File: src/rtl/bldc_sensorless_commutator.sv
// Sensorless six-step BLDC commutator: ZC filter/blanking, align + open-loop ramp, closed-loop 30 deg delay, stall fault.
// Latency: status_o is registered one cycle behind the internal step/state; ZC edges act on the cycle the filter flips.
// Backpressure: none; free-running controller, ena_i=0 forces IDLE and blanks the gate word on the next cycle.
//
// Ports:
//   clk_i, rst_i           clock, synchronous active-high reset
//   ena_i, dir_i           run enable, direction (0 fwd / 1 rev, latched leaving IDLE)
//   zero_crossing_i[2:0]   raw back-EMF comparators A[2] B[1] C[0]
//   status_o[5:0]          gate word {AHS,ALS,BHS,BLS,CHS,CLS}
//   state_o[2:0]           0 IDLE, 1 ALIGN, 2 OPEN, 3 CLOSED, 4 FAULT
//   locked_o, fault_o      in CLOSED / in FAULT
//   interval_o[CNT_W-1:0]  last ZC-to-ZC interval in cycles
module bldc_sensorless_commutator #(
  parameter int FILT_LEN     = 3,
  parameter int CNT_W        = 16,
  parameter int BLANK_CYC    = 64,
  parameter int ALIGN_CYC    = 50000,
  parameter int START_PERIOD = 40000,
  parameter int MIN_PERIOD   = 8000,
  parameter int RAMP_STEP    = 500,
  parameter int LOCK_CNT     = 6,
  parameter int OL_MAX_STEPS = 120,
  parameter int STALL_CYC    = 60000
) (
  input  logic             clk_i,
  input  logic             rst_i,
  input  logic             ena_i,
  input  logic             dir_i,
  input  logic [2:0]       zero_crossing_i,
  output logic [5:0]       status_o,
  output logic [2:0]       state_o,
  output logic             locked_o,
  output logic             fault_o,
  output logic [CNT_W-1:0] interval_o
);

  typedef enum logic [2:0] {
    ST_IDLE   = 3'd0,
    ST_ALIGN  = 3'd1,
    ST_OPEN   = 3'd2,
    ST_CLOSED = 3'd3,
    ST_FAULT  = 3'd4
  } state_t;

  localparam int W1 = CNT_W + 1;
  localparam logic [CNT_W-1:0] ONE        = 1;
  localparam logic [CNT_W-1:0] CNT_MAX    = '1;
  localparam logic [CNT_W-1:0] ALIGN_LAST = CNT_W'(ALIGN_CYC - 1);
  localparam logic [CNT_W-1:0] START_P    = CNT_W'(START_PERIOD);
  localparam logic [CNT_W-1:0] MIN_P      = CNT_W'(MIN_PERIOD);
  localparam logic [CNT_W-1:0] RAMP       = CNT_W'(RAMP_STEP);
  localparam logic [W1-1:0]    RAMP_FLOOR = W1'(MIN_PERIOD + RAMP_STEP);
  localparam logic [CNT_W-1:0] LOCK_N     = CNT_W'(LOCK_CNT);
  localparam logic [CNT_W-1:0] OL_MAX     = CNT_W'(OL_MAX_STEPS);
  localparam logic [CNT_W-1:0] STALL_LAST = CNT_W'(STALL_CYC - 1);
  localparam logic [CNT_W-1:0] BLANK_N    = CNT_W'(BLANK_CYC);
  localparam logic [4:0]       FILT_N     = 5'(FILT_LEN);

  // Gate word per step.
  function automatic logic [5:0] step_pattern(input logic [2:0] s);
    case (s)
      3'd0:    step_pattern = 6'b100100;
      3'd1:    step_pattern = 6'b100001;
      3'd2:    step_pattern = 6'b001001;
      3'd3:    step_pattern = 6'b011000;
      3'd4:    step_pattern = 6'b010010;
      3'd5:    step_pattern = 6'b000110;
      default: step_pattern = 6'b000000;
    endcase
  endfunction

  function automatic logic [2:0] step_next(input logic [2:0] s, input logic rev);
    if (rev) step_next = (s == 3'd0) ? 3'd5 : s - 3'd1;
    else     step_next = (s == 3'd5) ? 3'd0 : s + 3'd1;
  endfunction

  // Floating phase watched in each step: C for s0/s3, B for s1/s4, A for s2/s5.
  function automatic logic [1:0] phase_of(input logic [2:0] s);
    case (s)
      3'd0, 3'd3: phase_of = 2'd0;
      3'd1, 3'd4: phase_of = 2'd1;
      default:    phase_of = 2'd2;
    endcase
  endfunction

  state_t           state_q, state_d;
  logic [2:0]       step_q, step_d;
  logic             dir_q, dir_d;
  logic [5:0]       status_q, status_d;
  logic [CNT_W-1:0] interval_q, interval_d;
  logic [CNT_W-1:0] timer_q, timer_d;
  logic [CNT_W-1:0] period_q, period_d;
  logic [CNT_W-1:0] ivl_cnt_q, ivl_cnt_d;
  logic [CNT_W-1:0] stall_q, stall_d;
  logic [CNT_W-1:0] blank_q, blank_d;
  logic [CNT_W-1:0] lock_q, lock_d;
  logic [CNT_W-1:0] ol_cnt_q, ol_cnt_d;
  logic             zc_seen_q, zc_seen_d;
  logic             pend_q, pend_d;
  logic             first_q, first_d;
  logic [2:0]       filt_q, filt_d;
  logic [2:0][3:0]  run_q, run_d;

  logic [2:0]       zc_rise, zc_fall;
  logic [1:0]       exp_phase;
  logic             exp_rise;
  logic             zc_valid;
  logic             commute;
  logic             zc_seen_now;
  logic [CNT_W-1:0] lock_nxt, ol_nxt, new_period, ivl_inc;
  logic [4:0]       run_ext;

  // Glitch filter: the run counter clears whenever raw agrees with the filtered
  // level, so it never exceeds FILT_LEN-1 and cannot wrap.
  always_comb begin
    filt_d  = filt_q;
    run_d   = '0;
    run_ext = '0;
    for (int p = 0; p < 3; p++) begin
      if (zero_crossing_i[p] != filt_q[p]) begin
        run_ext = {1'b0, run_q[p]} + 5'd1;
        if (run_ext >= FILT_N) begin
          filt_d[p] = zero_crossing_i[p];
        end else begin
          run_d[p] = run_ext[3:0];
        end
      end
    end
  end

  // Edge pulses come straight from the flip so the event is acted on this cycle.
  assign zc_rise   = filt_d & ~filt_q;
  assign zc_fall   = ~filt_d & filt_q;
  assign exp_phase = phase_of(step_q);
  // Forward expects a rise on odd steps; reverse flips the polarity.
  assign exp_rise  = step_q[0] ^ dir_q;
  assign zc_valid  = (blank_q == '0) &&
                     (exp_rise ? zc_rise[exp_phase] : zc_fall[exp_phase]);

  // Interval counter saturates instead of wrapping on a very slow rotor.
  assign ivl_inc = (ivl_cnt_q == CNT_MAX) ? CNT_MAX : ivl_cnt_q + ONE;

  always_comb begin
    state_d     = state_q;
    step_d      = step_q;
    dir_d       = dir_q;
    interval_d  = interval_q;
    timer_d     = timer_q;
    period_d    = period_q;
    ivl_cnt_d   = ivl_cnt_q;
    stall_d     = stall_q;
    blank_d     = (blank_q != '0) ? blank_q - ONE : '0;
    lock_d      = lock_q;
    ol_cnt_d    = ol_cnt_q;
    zc_seen_d   = zc_seen_q;
    pend_d      = pend_q;
    first_d     = first_q;
    commute     = 1'b0;
    zc_seen_now = 1'b0;
    lock_nxt    = '0;
    ol_nxt      = '0;
    new_period  = '0;

    status_d = '0;
    if (ena_i && (state_q == ST_ALIGN || state_q == ST_OPEN || state_q == ST_CLOSED)) begin
      status_d = step_pattern(step_q);
    end

    case (state_q)
      ST_IDLE: begin
        if (ena_i) begin
          dir_d     = dir_i;
          step_d    = 3'd0;
          state_d   = ST_ALIGN;
          timer_d   = ALIGN_LAST;
          lock_d    = '0;
          ol_cnt_d  = '0;
          zc_seen_d = 1'b0;
        end
      end

      ST_ALIGN: begin
        if (timer_q == '0) begin
          state_d   = ST_OPEN;
          period_d  = START_P;
          timer_d   = START_P - ONE;
          commute   = 1'b1;
          zc_seen_d = 1'b0;
        end else begin
          timer_d = timer_q - ONE;
        end
      end

      ST_OPEN: begin
        if (zc_valid) zc_seen_d = 1'b1;
        if (timer_q == '0) begin
          // A ZC landing on the expiry cycle still counts for this commutation.
          zc_seen_now = zc_seen_q | zc_valid;
          lock_nxt    = zc_seen_now ? lock_q + ONE : '0;
          ol_nxt      = ol_cnt_q + ONE;
          lock_d      = lock_nxt;
          ol_cnt_d    = ol_nxt;
          zc_seen_d   = 1'b0;
          if (lock_nxt == LOCK_N) begin
            // period_q is kept: half of it seeds the first closed-loop delay.
            state_d   = ST_CLOSED;
            commute   = 1'b1;
            ivl_cnt_d = '0;
            stall_d   = '0;
            pend_d    = 1'b0;
            first_d   = 1'b1;
            timer_d   = '0;
          end else if (ol_nxt == OL_MAX) begin
            state_d = ST_FAULT;
            timer_d = '0;
          end else begin
            commute    = 1'b1;
            new_period = ({1'b0, period_q} >= RAMP_FLOOR) ? period_q - RAMP : MIN_P;
            period_d   = new_period;
            timer_d    = new_period - ONE;
          end
        end else begin
          timer_d = timer_q - ONE;
        end
      end

      ST_CLOSED: begin
        ivl_cnt_d = ivl_inc;
        if (pend_q) begin
          // timer holds the remaining delay; 0 and 1 both commute now.
          if (timer_q <= ONE) begin
            commute = 1'b1;
            pend_d  = 1'b0;
            stall_d = '0;
            timer_d = '0;
          end else begin
            timer_d = timer_q - ONE;
          end
        end else if (zc_valid) begin
          interval_d = ivl_inc;
          ivl_cnt_d  = '0;
          timer_d    = first_q ? (period_q >> 1) : (ivl_inc >> 1);
          pend_d     = 1'b1;
          first_d    = 1'b0;
          stall_d    = '0;
        end else if (stall_q == STALL_LAST) begin
          state_d = ST_FAULT;
        end else begin
          stall_d = stall_q + ONE;
        end
      end

      ST_FAULT: begin
      end

      default: state_d = ST_IDLE;
    endcase

    if (commute) begin
      step_d  = step_next(step_q, dir_q);
      blank_d = BLANK_N;
    end

    if (!ena_i) begin
      state_d   = ST_IDLE;
      step_d    = step_q;
      timer_d   = '0;
      period_d  = '0;
      ivl_cnt_d = '0;
      stall_d   = '0;
      blank_d   = '0;
      lock_d    = '0;
      ol_cnt_d  = '0;
      zc_seen_d = 1'b0;
      pend_d    = 1'b0;
      first_d   = 1'b0;
    end
  end

  always_ff @(posedge clk_i) begin
    if (rst_i) begin
      state_q    <= ST_IDLE;
      step_q     <= '0;
      dir_q      <= 1'b0;
      status_q   <= '0;
      interval_q <= '0;
      timer_q    <= '0;
      period_q   <= '0;
      ivl_cnt_q  <= '0;
      stall_q    <= '0;
      blank_q    <= '0;
      lock_q     <= '0;
      ol_cnt_q   <= '0;
      zc_seen_q  <= 1'b0;
      pend_q     <= 1'b0;
      first_q    <= 1'b0;
      filt_q     <= '0;
      run_q      <= '0;
    end else begin
      state_q    <= state_d;
      step_q     <= step_d;
      dir_q      <= dir_d;
      status_q   <= status_d;
      interval_q <= interval_d;
      timer_q    <= timer_d;
      period_q   <= period_d;
      ivl_cnt_q  <= ivl_cnt_d;
      stall_q    <= stall_d;
      blank_q    <= blank_d;
      lock_q     <= lock_d;
      ol_cnt_q   <= ol_cnt_d;
      zc_seen_q  <= zc_seen_d;
      pend_q     <= pend_d;
      first_q    <= first_d;
      filt_q     <= filt_d;
      run_q      <= run_d;
    end
  end

  assign status_o   = status_q;
  assign state_o    = state_q;
  assign locked_o   = (state_q == ST_CLOSED);
  assign fault_o    = (state_q == ST_FAULT);
  assign interval_o = interval_q;

endmodule
File: config.mk
export PLATFORM = sky130hd
export DESIGN_NAME = bldc_sensorless_commutator
export DESIGN_NICKNAME = d
export VERILOG_FILES = /design/src/rtl/bldc_sensorless_commutator.sv
export SDC_FILE = /design/constraint.sdc
export NUM_CORES = 1
export LEC_CHECK = 0
export BUFFER_PORTS_ARGS = -buffer_cell sky130_fd_sc_hd__buf_2
export CAP_MARGIN = 20
export CORE_MARGIN = 1.5
export CORE_UTILIZATION = 60
export CTS_CLUSTER_SIZE = 14
export DETAILED_ROUTE_END_ITERATION = 7
export PLACE_DENSITY = 0.82
export SETUP_SLACK_MARGIN = 0.5
export SKIP_CTS_REPAIR_TIMING = 1
export SLEW_MARGIN = 20
export SYNTH_ARGS = -nofsm -noshare
export SYNTH_HDL_FRONTEND = slang
export SYNTH_SLANG_ARGS = --single-unit
File: constraint.sdc
create_clock -name clk_i -period 5.08 [get_ports clk_i]
set_clock_uncertainty 0.1 [all_clocks]
set_input_delay 0 -clock clk_i [delete_from_list [all_inputs] [get_ports clk_i]]
set_output_delay 0 -clock clk_i [all_outputs]
set_load 0.03 [all_outputs]
==> impl_metrics.tcl, run 1 <==
set metrics [dict create \
    tns_ps 0 \
    grt_pass1_vias 8532 \
    syn-mean-instance-area_um2 7.59 \
    cts-htree-levels 4 \
    finalWeightedCongestion 0.949 \
    ys_top_cells_by_area "dfxtp_1 (33%), nand2_1 (5.6%), nor2_1 (5.5%)" \
    post-dp-hpwl_mm 17.4 \
    vias 9572 \
    initial_core_util_pct 61.0 \
    hold_path.class "primary input to register" \
    port_buffers 33 \
    worstSetupPathType "register to register" \
    synthFlopType "dfxtp_1" \
    boundaryPins 34 \
    synth.most_common_cell "dfxtp_1" \
    path_max_fanout 26 \
    holdWs_ps 326 \
    cts.sinks 159 \
    clockBufferDepth 2 \
    final_nets 1284 \
    slew_violations 0 \
    core.rowCount 46 \
    p_leak_uw 0.00359 \
    cp.required_ps 5330 \
    first_iter_violations 1173 \
    root_buffer "clkbuf_16" \
    fmax_ghz 0.269 \
    arrival_ps 3980 \
    path_clk_slew_ps 70 \
    relSlewSlack_pct 31.2 \
    ff_latch_area_mm2 0.00318 \
    clock_latency_ps 440 \
    synth_area_leader_cell "dfxtp_1" \
    syn_inst 1263 \
    crit_chain "inv_1, ha_1, nor3b_1, nand3_2, or4_4, a31o_4, o21a_1, nor2_1, o21ai_0, a31oi_1" \
    area.growth.synth_to_final_pct 9.17 \
    ys_async_sr_fraction_pct 0 \
    status "complete, no violations" \
    ant_nets 0 \
    antenna_found_initial 0 \
    fill_cells 1308 \
    multi_input_area_mm2 0.00597 \
    core_area_mm2 0.0157 \
    synth_edf_count 0 \
    numCtsBuffers 17 \
    via_per_inst 6.44 \
    grt_remaining_overflow 0 \
    grt_pass1_wl_mm 41.8 \
    dieHeight_um 129 \
    finalSetupViolations 0 \
    period_minus_slack_ps 3720 \
    synth_seq_cells 159 \
    yosysWarnings 0 \
    drive_gt1_share_pct 9.28 \
    synth_top_area_share_pct 33.2 \
    hold_violations 0 \
    slowest_stage "nor2_1" \
    drc 0 \
    die_w_um 129 \
    synthTopCellsByCount "dfxtp_1 (159), nand2_1 (143), nor2_1 (140)" \
    worst_pin_slew_ps 1030 \
    synthDistinctLibCells 90 \
    maxCapViolations 0 \
    worst_setup_path_start_kind "register" \
    grt_use_total_pct 31.0 \
    netlist_area_mm2 0.00958 \
    cts_tree "yes" \
    power_per_cell_area_mw_per_mm2 350 \
    slowest_delay_ps 750 \
    rsz0062_at_grt "false" \
    grt_max_degree 36 \
    dr.pass1.iters 6 \
    antenna_cells 0 \
    crit_path_end_kind "register" \
    dieArea_mm2 0.0167 \
    post-route-period-util_pct 73.3 \
    vdd_drop_max_uv 467 \
    ys_seq_area_share_pct 33.2 \
    wire_per_inst_um 17.4 \
    routed_wl_mm 25.9 \
]
registers in the layout, indices dropped and copies added, names as in the netlist:
name / cells
lock_q: 16
timer_q: 16
ol_cnt_q: 16
period_q: 16
dir_q: 1
first_q: 1
run_q: 12
ivl_cnt_q: 16
zc_seen_q: 1
blank_q: 16
stall_q: 16
interval_o: 16
filt_q: 3
state_o: 3
status_o: 6
step_q: 3
pend_q: 1
kinds of logic after synthesis:
logic type,after synthesis,share of synthesized area [%]
AND/OR/NAND/NOR,544,28.1
AO/OA/AOI/OAI,342,23.1
flip-flops,159,33.2
buffers and inverters,112,4.82
XOR/XNOR,66,6.03
multiplexers,20,2.13
adder cells (fa/ha/maj),19,2.48
other,1,0.0391
critical path: cells and delay by family (launching register included):
| kind | cells | cell delay (ps) |
|---|---|---|
| simple gates | 4 | 1740 |
| buf+inv | 1 | 70 |
| flops | 1 | 350 |
| fa+ha+maj | 1 | 230 |
| compound gates | 4 | 1150 |
metrics by stage:
step | util (%) | total power, uW | setup WS [ps] | cells | area [um2]
2_1_floorplan | - | 2170 | 2010 | 1268 | 9600
3_3_place_gp | 62.1 | 2340 | 1580 | 1445 | 9760
3_5_place_dp | 62.1 | 2360 | 1470 | 1445 | 9760
4_1_cts | 65.9 | 3630 | 1450 | 1477 | 10400
5_1_grt | 66.6 | 3830 | 1070 | 1487 | 10500
6_report | 66.6 | 3660 | 1360 | 1487 | 10500
worst paths after layout:
path	endpoint	depth (start not counted)	from	slack, ps
worst max register to register	timer_q[11]$_SDFFE_PP0P_	10	blank_q[0]$_SDFF_PP0_	1360
worst max-delay path	timer_q[11]$_SDFFE_PP0P_	10	blank_q[0]$_SDFF_PP0_	1360
worst min-delay path	filt_q[2]$_SDFF_PP0_	4	zero_crossing_i[2]	330
worst min register to register	interval_o[14]$_SDFFE_PP0P_	2	interval_o[14]$_SDFFE_PP0P_	350
layout make-up:
class	instances	share of cell area, %
Tap cell	216	2.58
Clock inverter	15	1.60
Sequential cell	159	30.4
Timing Repair Buffer	51	3.11
Clock buffer	17	4.07
Inverter	32	1.15
Multi-Input combinational cell	997	57.1
report_power, final:
| group | switching, uW | internal, uW |
|---|---|---|
| clock | 621 | 660 |
| sequential | 89.1 | 1310 |
| combinational | 606 | 377 |
| total | 1320 | 2350 |
layout by cell type (no fill, tap or decap), drive strengths merged, types with 7 or more instances in the layout:
cell type,netlist,layout
clkbuf,65,17
o31ai,10,10
dfxtp,159,159
a31oi,35,35
nor2,142,142
and2,11,11
o21a,8,8
nand2b,17,17
xnor2,44,44
dlygate4sd3,0,10
clkinv,1,7
buf,15,41
nand4,17,17
a21oi,92,92
mux2i,17,17
ha,19,19
nand2,145,145
xor2,22,22
o21ai,83,83
a22o,9,9
nor3,54,54
a311oi,10,10
or2,14,14
or4,14,14
nand3,45,45
or3,20,20
o22ai,8,8
a21o,7,7
inv,31,39
nor4,22,22
and3,12,12
a211oi,14,14
metal layers:
layer  track usage (%)  wire, um  vias up
met4              14.9       999        0
met1              40.8     11300     4451
met2              48.6     11800      451
li1                  -         -     4569
met3              6.40      1810      101
met5                 0         0        -
Note: power is estimated with default switching activity, not from simulation.
==> inputs of run 2 (changes only) <==
Settings changed: ABC_AREA set to 1.
Clock period 5.08 ns to 3.5 ns, I/O delays scaled along.
==> run 2 against run 1 <==
Hold slack improved by 11 ps. Critical path depth rose by 11. Count of clock-buffer cells in the layout rose by 4. First-iteration DRC count fell by 24%. Flip-flop and latch count did not move. Synthesized cell count rose by 12%. Fmax rose by 27%. Clock power rose by 44%. Design area rose by 4.7%. Core utilization rose by 5.2 points. Power rose by 80%. Critical path type unchanged. Critical endpoint is now period_q[14]$_SDFFE_PP0P_. Largest cell class unchanged. Highest routed layer unchanged.
==> impl_metrics.tcl, run 2 <==
set metrics [dict create \
    grt_pass1_vias 8415 \
    vdd_drop_max_uv 437 \
    hold_path.class "register to register" \
    total_power_uw 6580 \
    netlist_area_mm2 0.00940 \
    initial_core_util_pct 61.6 \
    clock_latency_ps 430 \
    drive_gt1_share_pct 13.4 \
    synth-compound-area-share_pct 16.5 \
    tns_ps 0 \
    arrival_ps 3160 \
    crit_path_end_kind "register" \
    worst_pin_slew_ps 705 \
    syn-mean-instance-area_um2 6.65 \
    synth_xor_area_share_pct 6.43 \
    boundaryPins 34 \
    synth_seq_cells 159 \
    grt_use_total_pct 28.1 \
    cts-htree-levels 4 \
    crit_chain "inv_1, ha_1, nor2_1, nor2_2, nand2_2, nand3_1, nand2_1, nand3_1, nand2_1, nand3_4, nand2_8, o21ai_2, nand2_1, nor2_4, nand2_4, nand2_2, nand2_4, nand2_8, buf_4, o21ai_1, nor2_1" \
    cts.sinks 159 \
    rsz0062_at_grt "true" \
    hold_violations 0 \
    finalWeightedCongestion 0.922 \
    synth_top_area_share_pct 33.9 \
    antenna_found_initial 0 \
    ys_seq_area_share_pct 33.9 \
    cts_tree "yes" \
    root_buffer "clkbuf_16" \
    clockBufferDepth 2 \
    slew_violations 0 \
    post-route-period-util_pct 83.7 \
    power_per_cell_area_mw_per_mm2 601 \
    ys_top_cells_by_area "dfxtp_1 (34%), nand2_1 (11%), nor2_1 (7.7%)" \
    first_iter_violations 888 \
    pre_cts_ws_ps 173 \
    final_cell_mix "nand2_1 (258), nor2_1 (183), inv_1 (180)" \
    maxCapViolations 0 \
    cp.required_ps 3730 \
    synth_edf_count 0 \
    layout_commonest_cell "nand2_1" \
    slowest_delay_ps 360 \
    synthAdderAreaFrac_pct 2.53 \
    relSlewSlack_pct 52.7 \
    yosysWarnings 0 \
    synthMuxAreaShare_pct 0 \
    core_area_mm2 0.0153 \
    vias 9599 \
    path_clk_slew_ps 70 \
    grt_remaining_overflow 0 \
    via_per_inst 5.65 \
    fmax_ghz 0.341 \
    ant_nets 0 \
    drc 0 \
    period_minus_slack_ps 2930 \
    synthTopCellsByCount "nand2_1 (266), nor2_1 (193), inv_1 (184)" \
    port_buffers 33 \
    synth.most_common_cell "nand2_1" \
    antenna_cells 0 \
    synthDistinctLibCells 50 \
    grt_max_degree 62 \
    worst_setup_path_start_kind "register" \
    synthFlopType "dfxtp_1" \
    grt_pass1_wl_mm 38.0 \
    worstSetupPathType "register to register" \
    post-dp-hpwl_mm 16.3 \
    die_w_um 128 \
    final_nets 1501 \
    slowest_stage "dfxtp_2" \
    dieArea_mm2 0.0164 \
    status "complete, no violations" \
    area.growth.synth_to_final_pct 16.4 \
    dr.pass1.iters 6 \
    ys_async_sr_fraction_pct 0 \
    p_leak_uw 0.00452 \
    synth-simple-area-share_pct 30.6 \
    setup_slack_ps 569 \
    numCtsBuffers 17 \
    routed_wl_mm 24.7 \
    cpMostUsedCell "nand2_1" \
    path_max_fanout 10 \
    dieHeight_um 128 \
    wire_per_inst_um 14.6 \
    core.rowCount 45 \
    syn_inst 1413 \
    synth_area_leader_cell "dfxtp_1" \
    synth_top_family_by_area "simple AND/OR/NAND/NOR gates" \
    finalSetupViolations 0 \
]
run 2: cell count changes in the layout (fill, tap and decap cells not counted), moves of 19 or more:
cell,delta
nand2_1,+115
nand3_1,+40
xor2_1,+28
inv_1,+149
a31oi_1,-28
buf_4,+23
xnor2_1,-27
nor2_1,+45
a21oi_1,+34
or3_1,-19
nor3_1,-21
run 2: power breakdown:
group | switching [uW] | internal [uW]
logic | 1730 | 852
registers | 178 | 1980
clock network | 781 | 1060
total | 2690 | 3890
run 2: through the flow:
step / area [um2] / std cells / utilization (%) / hold slack (ps)
after floorplan: 9420 / 1418 / - / 58.5
after detailed placement: 9740 / 1634 / 63.8 / 194
after global routing: 10900 / 1699 / 71.8 / 347
after CTS: 10300 / 1666 / 67.7 / -242
final: 10900 / 1699 / 71.8 / 337
after global placement: 9740 / 1634 / 63.8 / 183
run 2: worst max-delay path: cells and delay by family, from the launching register on:
kind	cells	cell delay (ps)
and+or+nand+nor	16	1580
AOI/OAI and AO/OA	2	190
DFF	1	360
adders and majority gates	1	310
buffers and inverters	2	260
run 2: worst paths after layout:
check	start	slack, ps	cells past startpoint	to
worst max-delay path	run_q[4]$_SDFF_PP0_	570	21	period_q[14]$_SDFFE_PP0P_
worst min-delay path	run_q[0]$_SDFF_PP0_	340	1	run_q[0]$_SDFF_PP0_
worst max register to register	run_q[4]$_SDFF_PP0_	570	21	period_q[14]$_SDFFE_PP0P_
worst min register to register	run_q[0]$_SDFF_PP0_	340	1	run_q[0]$_SDFF_PP0_
run 2: area by class of cell:
| class | count | area, um2 |
|---|---|---|
| clock buffer | 21 | 480 |
| fill | 1205 | 4310 |
| clock inverter | 11 | 104 |
| timing repair inverter | 1 | 7.51 |
| inverter | 191 | 741 |
| sequential | 159 | 3190 |
| tap | 211 | 264 |
| multi-input combinational | 1029 | 5600 |
| timing repair buffer | 76 | 558 |
run 2: cells by family after synthesis:
logic type               after synthesis
flip-flops                           159
adder cells (fa/ha/maj)               19
buffers and inverters                232
XOR/XNOR                              69
AO/OA/AOI/OAI                        277
AND/OR/NAND/NOR                      656
other                                  1
run 2: routing by layer:
| layer | share of wire, % | GRT usage [%] | up-vias | wire length [um] |
|---|---|---|---|---|
| met5 | 0 | 0 | - | 0 |
| met4 | 2.1 | 9.45 | 0 | 530 |
| met3 | 8.0 | 4.63 | 56 | 1970 |
| met2 | 47 | 48.2 | 419 | 11700 |
| met1 | 43 | 36.0 | 4368 | 10500 |
| li1 | - | - | 4756 | - |
